$ cat src/rtl/mem_port_arbiter.sv
// Shares one backing-memory port between icache refills and dcache refill/writeback.
// One transaction in flight; dcache wins ties unless icache has waited too long.
module mem_port_arbiter #(
    parameter int ADDR_WIDTH    = 32,
    parameter int DATA_WIDTH    = 128,
    parameter int MAX_DC_STREAK = 4
) (
    input  logic                  clk,
    input  logic                  reset,
    input  logic                  ic_req_valid,
    output logic                  ic_req_ready,
    input  logic [ADDR_WIDTH-1:0] ic_req_addr,
    output logic                  ic_resp_valid,
    output logic [DATA_WIDTH-1:0] ic_resp_data,
    input  logic                  dc_req_valid,
    output logic                  dc_req_ready,
    input  logic                  dc_req_rw,
    input  logic [ADDR_WIDTH-1:0] dc_req_addr,
    input  logic [DATA_WIDTH-1:0] dc_req_wdata,
    output logic                  dc_resp_valid,
    output logic [DATA_WIDTH-1:0] dc_resp_data,
    output logic                  mem_req_valid,
    input  logic                  mem_req_ready,
    output logic                  mem_req_rw,
    output logic [ADDR_WIDTH-1:0] mem_req_addr,
    output logic [DATA_WIDTH-1:0] mem_req_wdata,
    input  logic                  mem_resp_valid,
    input  logic [DATA_WIDTH-1:0] mem_resp_data,
    output logic                  busy,
    output logic                  err
);

    localparam int SW = $clog2(MAX_DC_STREAK) + 1;
    localparam logic [SW-1:0] STREAK_MAX = SW'(MAX_DC_STREAK);

    typedef enum logic [1:0] {
        IDLE      = 2'd0,
        ISSUE     = 2'd1,
        WAIT_RESP = 2'd2
    } state_e;

    state_e                state_q, state_d;
    logic                  owner_q, owner_d;
    logic                  rw_q, rw_d;
    logic [ADDR_WIDTH-1:0] addr_q, addr_d;
    logic [DATA_WIDTH-1:0] wdata_q, wdata_d;
    logic [SW-1:0]         streak_q, streak_d;
    logic                  ic_rv_q, ic_rv_d;
    logic                  dc_rv_q, dc_rv_d;
    logic [DATA_WIDTH-1:0] ic_rd_q, ic_rd_d;
    logic [DATA_WIDTH-1:0] dc_rd_q, dc_rd_d;
    logic                  err_q, err_d;
    logic                  busy_q;
    logic                  ic_gnt, dc_gnt;

    // Grants are combinational so the winner sees ready in the request cycle.
    always_comb begin
        ic_gnt = 1'b0;
        dc_gnt = 1'b0;
        if (!reset && state_q == IDLE) begin
            if (dc_req_valid && !(ic_req_valid && streak_q == STREAK_MAX))
                dc_gnt = 1'b1;
            else if (ic_req_valid)
                ic_gnt = 1'b1;
        end
    end

    always_comb begin
        state_d  = state_q;
        owner_d  = owner_q;
        rw_d     = rw_q;
        addr_d   = addr_q;
        wdata_d  = wdata_q;
        streak_d = streak_q;
        ic_rv_d  = 1'b0;
        dc_rv_d  = 1'b0;
        ic_rd_d  = ic_rd_q;
        dc_rd_d  = dc_rd_q;
        err_d    = err_q;
        unique case (state_q)
            IDLE: begin
                if (mem_resp_valid)
                    err_d = 1'b1;
                if (dc_gnt) begin
                    owner_d = 1'b1;
                    rw_d    = dc_req_rw;
                    addr_d  = dc_req_addr;
                    wdata_d = dc_req_wdata;
                    state_d = ISSUE;
                    if (!ic_req_valid)
                        streak_d = '0;
                    else if (streak_q != STREAK_MAX)
                        streak_d = streak_q + SW'(1);
                end else if (ic_gnt) begin
                    owner_d  = 1'b0;
                    rw_d     = 1'b0;
                    addr_d   = ic_req_addr;
                    wdata_d  = '0;
                    streak_d = '0;
                    state_d  = ISSUE;
                end
            end
            ISSUE: begin
                if (mem_resp_valid)
                    err_d = 1'b1;
                if (mem_req_ready)
                    state_d = rw_q ? IDLE : WAIT_RESP;
            end
            WAIT_RESP: begin
                if (mem_resp_valid) begin
                    if (owner_q) begin
                        dc_rv_d = 1'b1;
                        dc_rd_d = mem_resp_data;
                    end else begin
                        ic_rv_d = 1'b1;
                        ic_rd_d = mem_resp_data;
                    end
                    state_d = IDLE;
                end
            end
            default: state_d = IDLE;
        endcase
    end

    always_ff @(posedge clk) begin
        if (reset) begin
            state_q  <= IDLE;
            owner_q  <= 1'b0;
            rw_q     <= 1'b0;
            addr_q   <= '0;
            wdata_q  <= '0;
            streak_q <= '0;
            ic_rv_q  <= 1'b0;
            dc_rv_q  <= 1'b0;
            ic_rd_q  <= '0;
            dc_rd_q  <= '0;
            err_q    <= 1'b0;
            busy_q   <= 1'b0;
        end else begin
            state_q  <= state_d;
            owner_q  <= owner_d;
            rw_q     <= rw_d;
            addr_q   <= addr_d;
            wdata_q  <= wdata_d;
            streak_q <= streak_d;
            ic_rv_q  <= ic_rv_d;
            dc_rv_q  <= dc_rv_d;
            ic_rd_q  <= ic_rd_d;
            dc_rd_q  <= dc_rd_d;
            err_q    <= err_d;
            busy_q   <= (state_d != IDLE);
        end
    end

    assign ic_req_ready  = ic_gnt;
    assign dc_req_ready  = dc_gnt;
    assign ic_resp_valid = ic_rv_q;
    assign ic_resp_data  = ic_rd_q;
    assign dc_resp_valid = dc_rv_q;
    assign dc_resp_data  = dc_rd_q;
    assign mem_req_valid = (state_q == ISSUE);
    assign mem_req_rw    = rw_q;
    assign mem_req_addr  = addr_q;
    assign mem_req_wdata = wdata_q;
    assign busy          = busy_q;
    assign err           = err_q;

endmodule

$ cat config.mk
export PLATFORM = sky130hd
export DESIGN_NAME = mem_port_arbiter
export DESIGN_NICKNAME = d
export VERILOG_FILES = /design/src/rtl/mem_port_arbiter.sv
export SDC_FILE = /design/constraint.sdc
export NUM_CORES = 1
export LEC_CHECK = 0
export ABC_AREA = 1
export BUFFER_PORTS_ARGS = -buffer_cell sky130_fd_sc_hd__clkbuf_2
export CAP_MARGIN = 20
export CORE_AREA = 2 2 293 295
export CTS_BUF_LIST = sky130_fd_sc_hd__clkbuf_4 sky130_fd_sc_hd__clkbuf_8 sky130_fd_sc_hd__clkbuf_16
export DETAILED_ROUTE_END_ITERATION = 16
export DIE_AREA = 0 0 295 297
export PLACE_DENSITY = 0.49
export SETUP_SLACK_MARGIN = 0.3
export SLEW_MARGIN = 10
export SYNTH_ARGS = -nofsm -noshare
export SYNTH_HDL_FRONTEND = slang
export SYNTH_SLANG_ARGS = --single-unit
export TNS_END_PERCENT = 20
$ cat constraint.sdc
create_clock -name clk -period 1.41 [get_ports clk]
set_input_delay 0.282 -clock clk [delete_from_list [all_inputs] [get_ports clk]]
set_output_delay 0.282 -clock clk [all_outputs]
set_load 0.05 [all_outputs]
==> metrics.txt, run 1 <==
P_leak about 0.013 uW; Hold Path Class input pin to register; Reg-to-Reg End mem_req_wdata[94]; failing checks negative setup slack; drt drc 0; fillers 8740; relative slew slack 62.6%; CP endpoint kind primary output; family with the most delay on the worst path buffers and inverters; most used standard cell by instance count after synthesis nor2_1; CTS Buf Count 51; Clk network pwr share 42.5%; ys async rst share 0%; Synth Net Count about 2300; CTS root buffer clkbuf_16; count of buffer and inverter cells on the critical path 4; initial core utilization between 15 and 20%; sw frac 28.6%; Max Cap Viol 0; # rows 107; Mapped Cells 2003; register-to-register setup slack -0.55 ns; Reg clk slew, reported paths ~0.07 ns; Internal 23000 uW; Gate power share 18.3%; DP HPWL between 50 and 60 mm; CTS tree yes; adder-cell area share of the yosys netlist 0.164%; routed wire length 80.9 mm; post-synthesis xor/xnor area fraction less than 1%; die area a little under 90000 um2; pre-CTS setup slack -0.221 ns; final antenna-violating net count 0; post-synth top area cell dfxtp_1; H-tree levels 2; Max FO, Critical Path 2; fmax 0.497 GHz; Multi-input gate area 6730 um2; Vias 17867; endpoints failing setup 826; main combinational cell family by area after synthesis simple AND/OR/NAND/NOR gates; Worst Max-Slew Pin Slew 0.561 ns; pin count of the biggest net entering global routing 104; result of the run complete, but fails checks; GRT met1 Usage a little over a fifth; port bufs 750; layout cells sized above 1 41.5%; Switch Pwr 9210 uW; multiplexer share of the synthesized area 0%; CTS sink cnt 427; Synth Register Bits between 400 and 500; RSZ-0062 raised after global routing true; routed len/inst 18.6 um; Compound-Gate Fraction of Synth Area 13.2%; # nets final 3494; vias per cell 4.10; period utilization 143%; Overflow after GRT 0; Post-synth top cells nor2_1, dfxtp_1, nand2_1; Die Height 297 um; Slew Viols, Final 0; WP depth 8; Data required, critical path ~1.1 ns; Reg2Reg Depth 14; Worst setup startpoint streak_q[0]; area taken by flip-flops and latches 8680 um2; I/O pins 751; Crit Path Class register to primary output; CORE AREA 84500 um2; maximum clock path buffer count 3; first-pass GRT wire length 110 mm; CP arrival 1.73 ns; synth top area cells dfxtp_1, nor2_1, o21ai_0, nand2_1, a21oi_1; Cell Chain, Critical Path inv_2 -> ha_4 -> nand3_4 -> nand2_4 -> nor2_4 -> buf_12 -> buf_12 -> buf_12; Crit-path slowest cell dfxtp_2; initial antenna violation count 11; Skew-Pair Late Insertion Delay 0.60 ns; met2 Use GR 26.5%; Post-synth EDFFs 0; Simple-Gate Fraction of Synth Area 25.0%; sequential share of power 39.2%; GRT Total Usage 16.4%; chip width 295 um; Unique masters post-synth 25; routability cong. around 0.86; CP peak stage delay 0.33 ns; sequential share of the synthesized area 56.0%; Syn Std Cell Area between 15000 and 20000 um2; clk_skew about 0.022 ns; grt peak-use layer met2; fin crit period ~2.0 ns; most used cell, CP buf_12; Power Total 32200 uW; crit path to dc_req_ready; r2r startpoint streak_q[1]; setup ws final -0.604 ns; M3 GR Usage 3.89%; 1st-pass router iterations 5; Most used DFF post-synth dfxtp_1; VDD IR max 0.000901 V; Synth warnings 0; area grow syn2layout 95.3%; 1st-iter DRT viols ~1100; PD cells approximately 1100 nW/um2; vias in the first global route 17118; top-area cell type share of the netlist area 56.0%; Avg Inst Size Synth between 7 and 8 um2; Startpoint Class register; final hold vios 0
==> flip-flops by register name, summed over array words and instances, names as in the netlist <==
| register | count |
|---|---|
| busy | 1 |
| dc_resp_data | 128 |
| dc_resp_valid | 1 |
| err | 1 |
| ic_resp_data | 128 |
| ic_resp_valid | 1 |
| mem_req_addr | 32 |
| mem_req_rw | 1 |
| mem_req_wdata | 128 |
| owner_q | 1 |
| state_q | 2 |
| streak_q | 3 |
==> through the flow <==
stage	TNS, ns	hold slack (ns)	util (%)	std cells	instance area, um2
after floorplan	-0.381	0.409	-	2003	15400
after global placement	-33.87	0.448	25.0	3860	21100
after detailed placement	-39.98	0.450	25.0	3860	21100
after CTS	-154.31	0.00128	33.3	4289	28100
after global routing	-234.44	0.0102	35.3	4353	29800
final	-176.20	0.0236	35.3	4355	29800
==> power by group through the flow <==
stage	registers [uW]	clock network [uW]	logic, uW
detailed placement	12900	0	4070
global route	12700	14500	6250
CTS	12600	14000	5460
finish	12600	13700	5910
global placement	12900	0	4080
floorplan	14000	0	1220
==> logic make-up (layout without fill, tap and decap cells) <==
group	Yosys count	count (layout)
simple gates	988	988
compound gates	395	395
other cells	0	8
xor+xnor	1	1
buf+inv	190	1390
fa+ha+maj	2	2
flops	427	427
==> cell type report <==
class / count / area share, %
multi-input cells: 1386 / 22.6
clock inverters: 11 / 0.441
repair inverters: 2 / 0.201
clock buffers: 80 / 5.32
flip-flops and latches: 427 / 29.1
inverters: 46 / 0.751
repair buffers: 1251 / 36.7
diodes: 8 / 0.0671
well taps: 1144 / 4.80
==> routing by layer <==
metal	vias up	wire (um)
met3	148	5340
met4	0	2680
met5	-	0
met2	670	37100
li1	8726	-
met1	8323	35800
==> worst min-delay path: stages <==
cell and delay [ns]:
clkbuf_2 0.16, o21ai_2 0.08, nor2_1 0.06
==> cells in the final DEF (no fill, tap or decap), drive strengths merged, types with 2 or more instances in the layout <==
cell type	synthesis	final
inv	46	46
dfxtp	427	427
diode	0	8
o21ai	259	259
nand2	330	330
clkinv	0	8
buf	63	188
nor2	618	618
clkinvlp	0	3
a21oi	135	135
ha	2	2
dlygate4sd3	0	289
bufinv	0	2
clkbuf	81	846
bufbuf	0	8
nand3	38	38
==> worst min-delay path by stage <==
stage | startpoint | end | slack (ns) | cells past startpoint
final | mem_resp_data[63] | dc_resp_data[63] | 0.02 | 3
after detailed placement | mem_req_wdata[23] | mem_req_wdata[23] | 0.45 | 2
after global routing | mem_resp_data[63] | dc_resp_data[63] | 0.01 | 3
after global placement | mem_req_wdata[111] | mem_req_wdata[111] | 0.45 | 2
after CTS | mem_resp_data[90] | ic_resp_data[90] | 0.001 | 3
after floorplan | dc_req_wdata[89] | mem_req_wdata[89] | 0.41 | 2
==> what timing repair did <==
item                       4_1_cts  5_1_grt
resized for setup              348      255
setup buffers                   26       29
gates cloned                    23       29
setup endpoints to repair      848      849
pin swaps                       36       46
hold buffers                   289        0
hold endpoints to repair       390        0
Power figures use the tool's default switching activity.
==> run 2: changes to the inputs <==
--- a/config.mk
+++ b/config.mk
@@ -7,12 +7,11 @@
 export LEC_CHECK = 0
 export ABC_AREA = 1
 export BUFFER_PORTS_ARGS = -buffer_cell sky130_fd_sc_hd__clkbuf_2
-export CAP_MARGIN = 20
 export CORE_AREA = 2 2 293 295
 export CTS_BUF_LIST = sky130_fd_sc_hd__clkbuf_4 sky130_fd_sc_hd__clkbuf_8 sky130_fd_sc_hd__clkbuf_16
 export DETAILED_ROUTE_END_ITERATION = 16
 export DIE_AREA = 0 0 295 297
-export PLACE_DENSITY = 0.49
+export PLACE_DENSITY = 0.52
 export SETUP_SLACK_MARGIN = 0.3
 export SLEW_MARGIN = 10
 export SYNTH_ARGS = -nofsm -noshare
==> run 2 against run 1 <==
  * The run still ends with negative setup slack left
  * Sequential power about the same
  * Register-to-register slack got worse by 0.04 ns
  * Largest power group unchanged
  * Clock power about the same
  * Count of clock-buffer cells in the layout decreased by 6
  * Setup slack improved by 0.011 ns
  * Power decreased by 0.69%
  * Critical path depth increased by 7
  * Highest routed layer unchanged
  * Die area unchanged
==> metrics.txt, run 2 (synthesized netlist as in run 1, its figures left out) <==
GRT Total Usage 15.7% (-0.76 points); drt drc 0 (unchanged); CP arrival 2.44 ns (+0.71 ns); Gate power share 18.4% (about the same); relative slew slack 42.8% (-20 points); commonest non-fill, non-tap cell in the layout clkbuf_2; fin crit period 2.00 ns (-0.0109 ns); Clk network pwr share 42.0% (-0.5 points); Worst Max-Slew Pin Slew 0.858 ns (+0.297 ns); routed wire length 73.4 mm (-9.3%); Reg2Reg Depth 15 (+1); Max Cap Viol 0 (unchanged); VDD IR max 0.000865 V (-4.0%); period utilization 142% (-0.77 points); RSZ-0062 raised after global routing true; result of the run complete, but fails checks; final hold vios 0 (unchanged); routed len/inst 17.0 um (-8.6%); hold path startpoint dc_req_addr[11]; chip width 295 um (unchanged); routability cong. 0.900 (+4.3%); Reg-to-Reg End mem_req_wdata[68]; Die Height 297 um (unchanged); vias in the first global route 17274 (+0.91%); final antenna-violating net count 0 (unchanged); Worst Hold Endpoint mem_req_addr[11]; H-tree levels 2 (unchanged); Startpoint Class register; Crit Path Class register to register; commonest cells after routing, fill and taps aside clkbuf_2, nor2_1, dfxtp_1; Multi-input gate area 6700 um2 (-0.45%); placed cell area 20900 um2 (-0.89%); fillers 8749 (+0.10%); area grow syn2layout 86.9%; fmax 0.499 GHz (+0.54%); Cells on Worst Hold Path 5 (+2); sequential share of power 39.5% (+0.3 points); CTS sink cnt 427 (unchanged); first-pass GRT wire length 106 mm (-3.4%); layout cells sized above 1 39.0% (-2.5 points); Final Cell Area 28500 um2 (-4.3%); failing checks negative setup slack; CTS tree yes; sw frac 28.5% (-0.053 points); Post-Layout Cell Count 4322 (-0.76%); 1st-iter DRT viols 1046 (-1.3%); I/O pins 751 (unchanged); register-to-register setup slack -0.59 ns (-0.04 ns); Slew Viols, Final 0 (unchanged); Internal 22900 uW (-0.62%); # nets final 3467 (-0.77%); P_leak 0.0126 uW (-3.6%); placed cell count 3852 (-0.21%); pin count of the biggest net entering global routing 118 (+13%); area taken by flip-flops and latches 8610 um2 (-0.78%); initial antenna violation count 4 (-7); initial core utilization 18.1% (unchanged); Fin Hold WS 0.0366 ns (+0.0130 ns); CP endpoint kind register; DP HPWL 49.8 mm (-5.3%); setup ws final -0.593 ns (+0.0109 ns); CORE AREA 84500 um2 (unchanged); Overflow after GRT 0 (unchanged); r2r startpoint streak_q[1]; fin util 33.8% (-1.5 points); Switch Pwr 9130 uW (-0.87%); clk_skew 0.0180 ns (-0.00367 ns); endpoints failing setup 843 (+2.1%); vias per cell 4.10 (about the same); Max FO, Critical Path 7 (+5); Vias 17719 (-0.83%); maximum clock path buffer count 3 (unchanged); Reg clk slew, reported paths 0.06 ns (about the same); Power Total 32000 uW (-0.69%); PD cells 1120 nW/um2 (+3.8%); port bufs 750 (unchanged); CTS Buf Count 51 (unchanged); Data required, critical path 1.85 ns (+0.72 ns); Skew-Pair Late Insertion Delay 0.60 ns (about the same); 1st-pass router iterations 5 (unchanged); Hold Path Class input pin to register; # rows 107 (unchanged); CTS root buffer clkbuf_16; die area 87600 um2 (unchanged)
run 2: changes by cell type in the layout (fill, tap and decap cells not counted), sizes merged:
cell,delta
inv,+4
clkinv,+1
diode,-5
bufbuf,-4
clkinvlp,-1
dlygate4sd3,+5
clkbuf,-22
buf,-11
run 2: metrics by stage:
step,setup TNS (ns),setup slack [ns]
global placement,-52.89,-0.312
floorplan,-0.381,-0.0151
finish,-170.66,-0.593
detailed placement,-60.30,-0.362
global route,-238.90,-0.683
CTS,-157.51,-0.620
run 2: critical path, cell delays in order, from the launching register on:
cell     delay [ns]
dfxtp_2        0.33
inv_2          0.04
ha_4           0.15
nand3_2        0.09
nand2_4        0.06
nor2_4         0.12
buf_4          0.12
buf_6          0.09
nor2_4         0.04
buf_6          0.12
buf_12         0.14
buf_12         0.13
buf_12         0.12
buf_16         0.14
nand2_1        0.08
a21oi_2        0.06
run 2: timing repair:
item / CTS / global route
gates resized for setup: 220 / 205
hold buffers: 294 / 0
cloned: 26 / 4
setup endpoints to repair: 850 / 850
hold endpoints to repair: 393 / 0
pin swaps: 27 / 57
setup buffers: 42 / 11
run 2: cell type report:
type	count	area share [%]
Tap cell	1144	5.02
Clock inverter	16	0.645
Antenna cell	3	0.0263
Multi-Input combinational cell	1386	23.5
Timing Repair inverter	1	0.0702
Timing Repair Buffer	1225	34.5
Clock buffer	74	5.38
Inverter	46	0.706
Sequential cell	427	30.2
run 2: power by group through the flow:
stage | Sequential [uW] | Combinational [uW] | Clock, uW
final | 12700 | 5900 | 13500
after global routing | 12700 | 6250 | 14200
after CTS | 12600 | 5460 | 13800
after detailed placement | 12900 | 3970 | 0
after global placement | 12900 | 3980 | 0
after floorplan | 14000 | 1220 | 0
run 2: worst max-delay path by stage:
stage	start	end	slack [ns]
floorplan	streak_q[1]	mem_req_wdata[93]	-0.02
global placement	streak_q[1]	mem_req_wdata[62]	-0.31
detailed placement	streak_q[1]	mem_req_wdata[62]	-0.36
CTS	streak_q[0]	dc_req_ready	-0.62
global route	streak_q[0]	mem_req_wdata[86]	-0.68
finish	streak_q[1]	mem_req_wdata[68]	-0.59
run 2: routing by layer:
layer  GRT usage [%]  vias to the layer above  wire, um
met3            3.90                      164      5080
li1                -                     8666         -
met5               0                        -         0
met2            26.0                      603     34400
met1            19.5                     8286     31200
met4            5.62                        0      2670
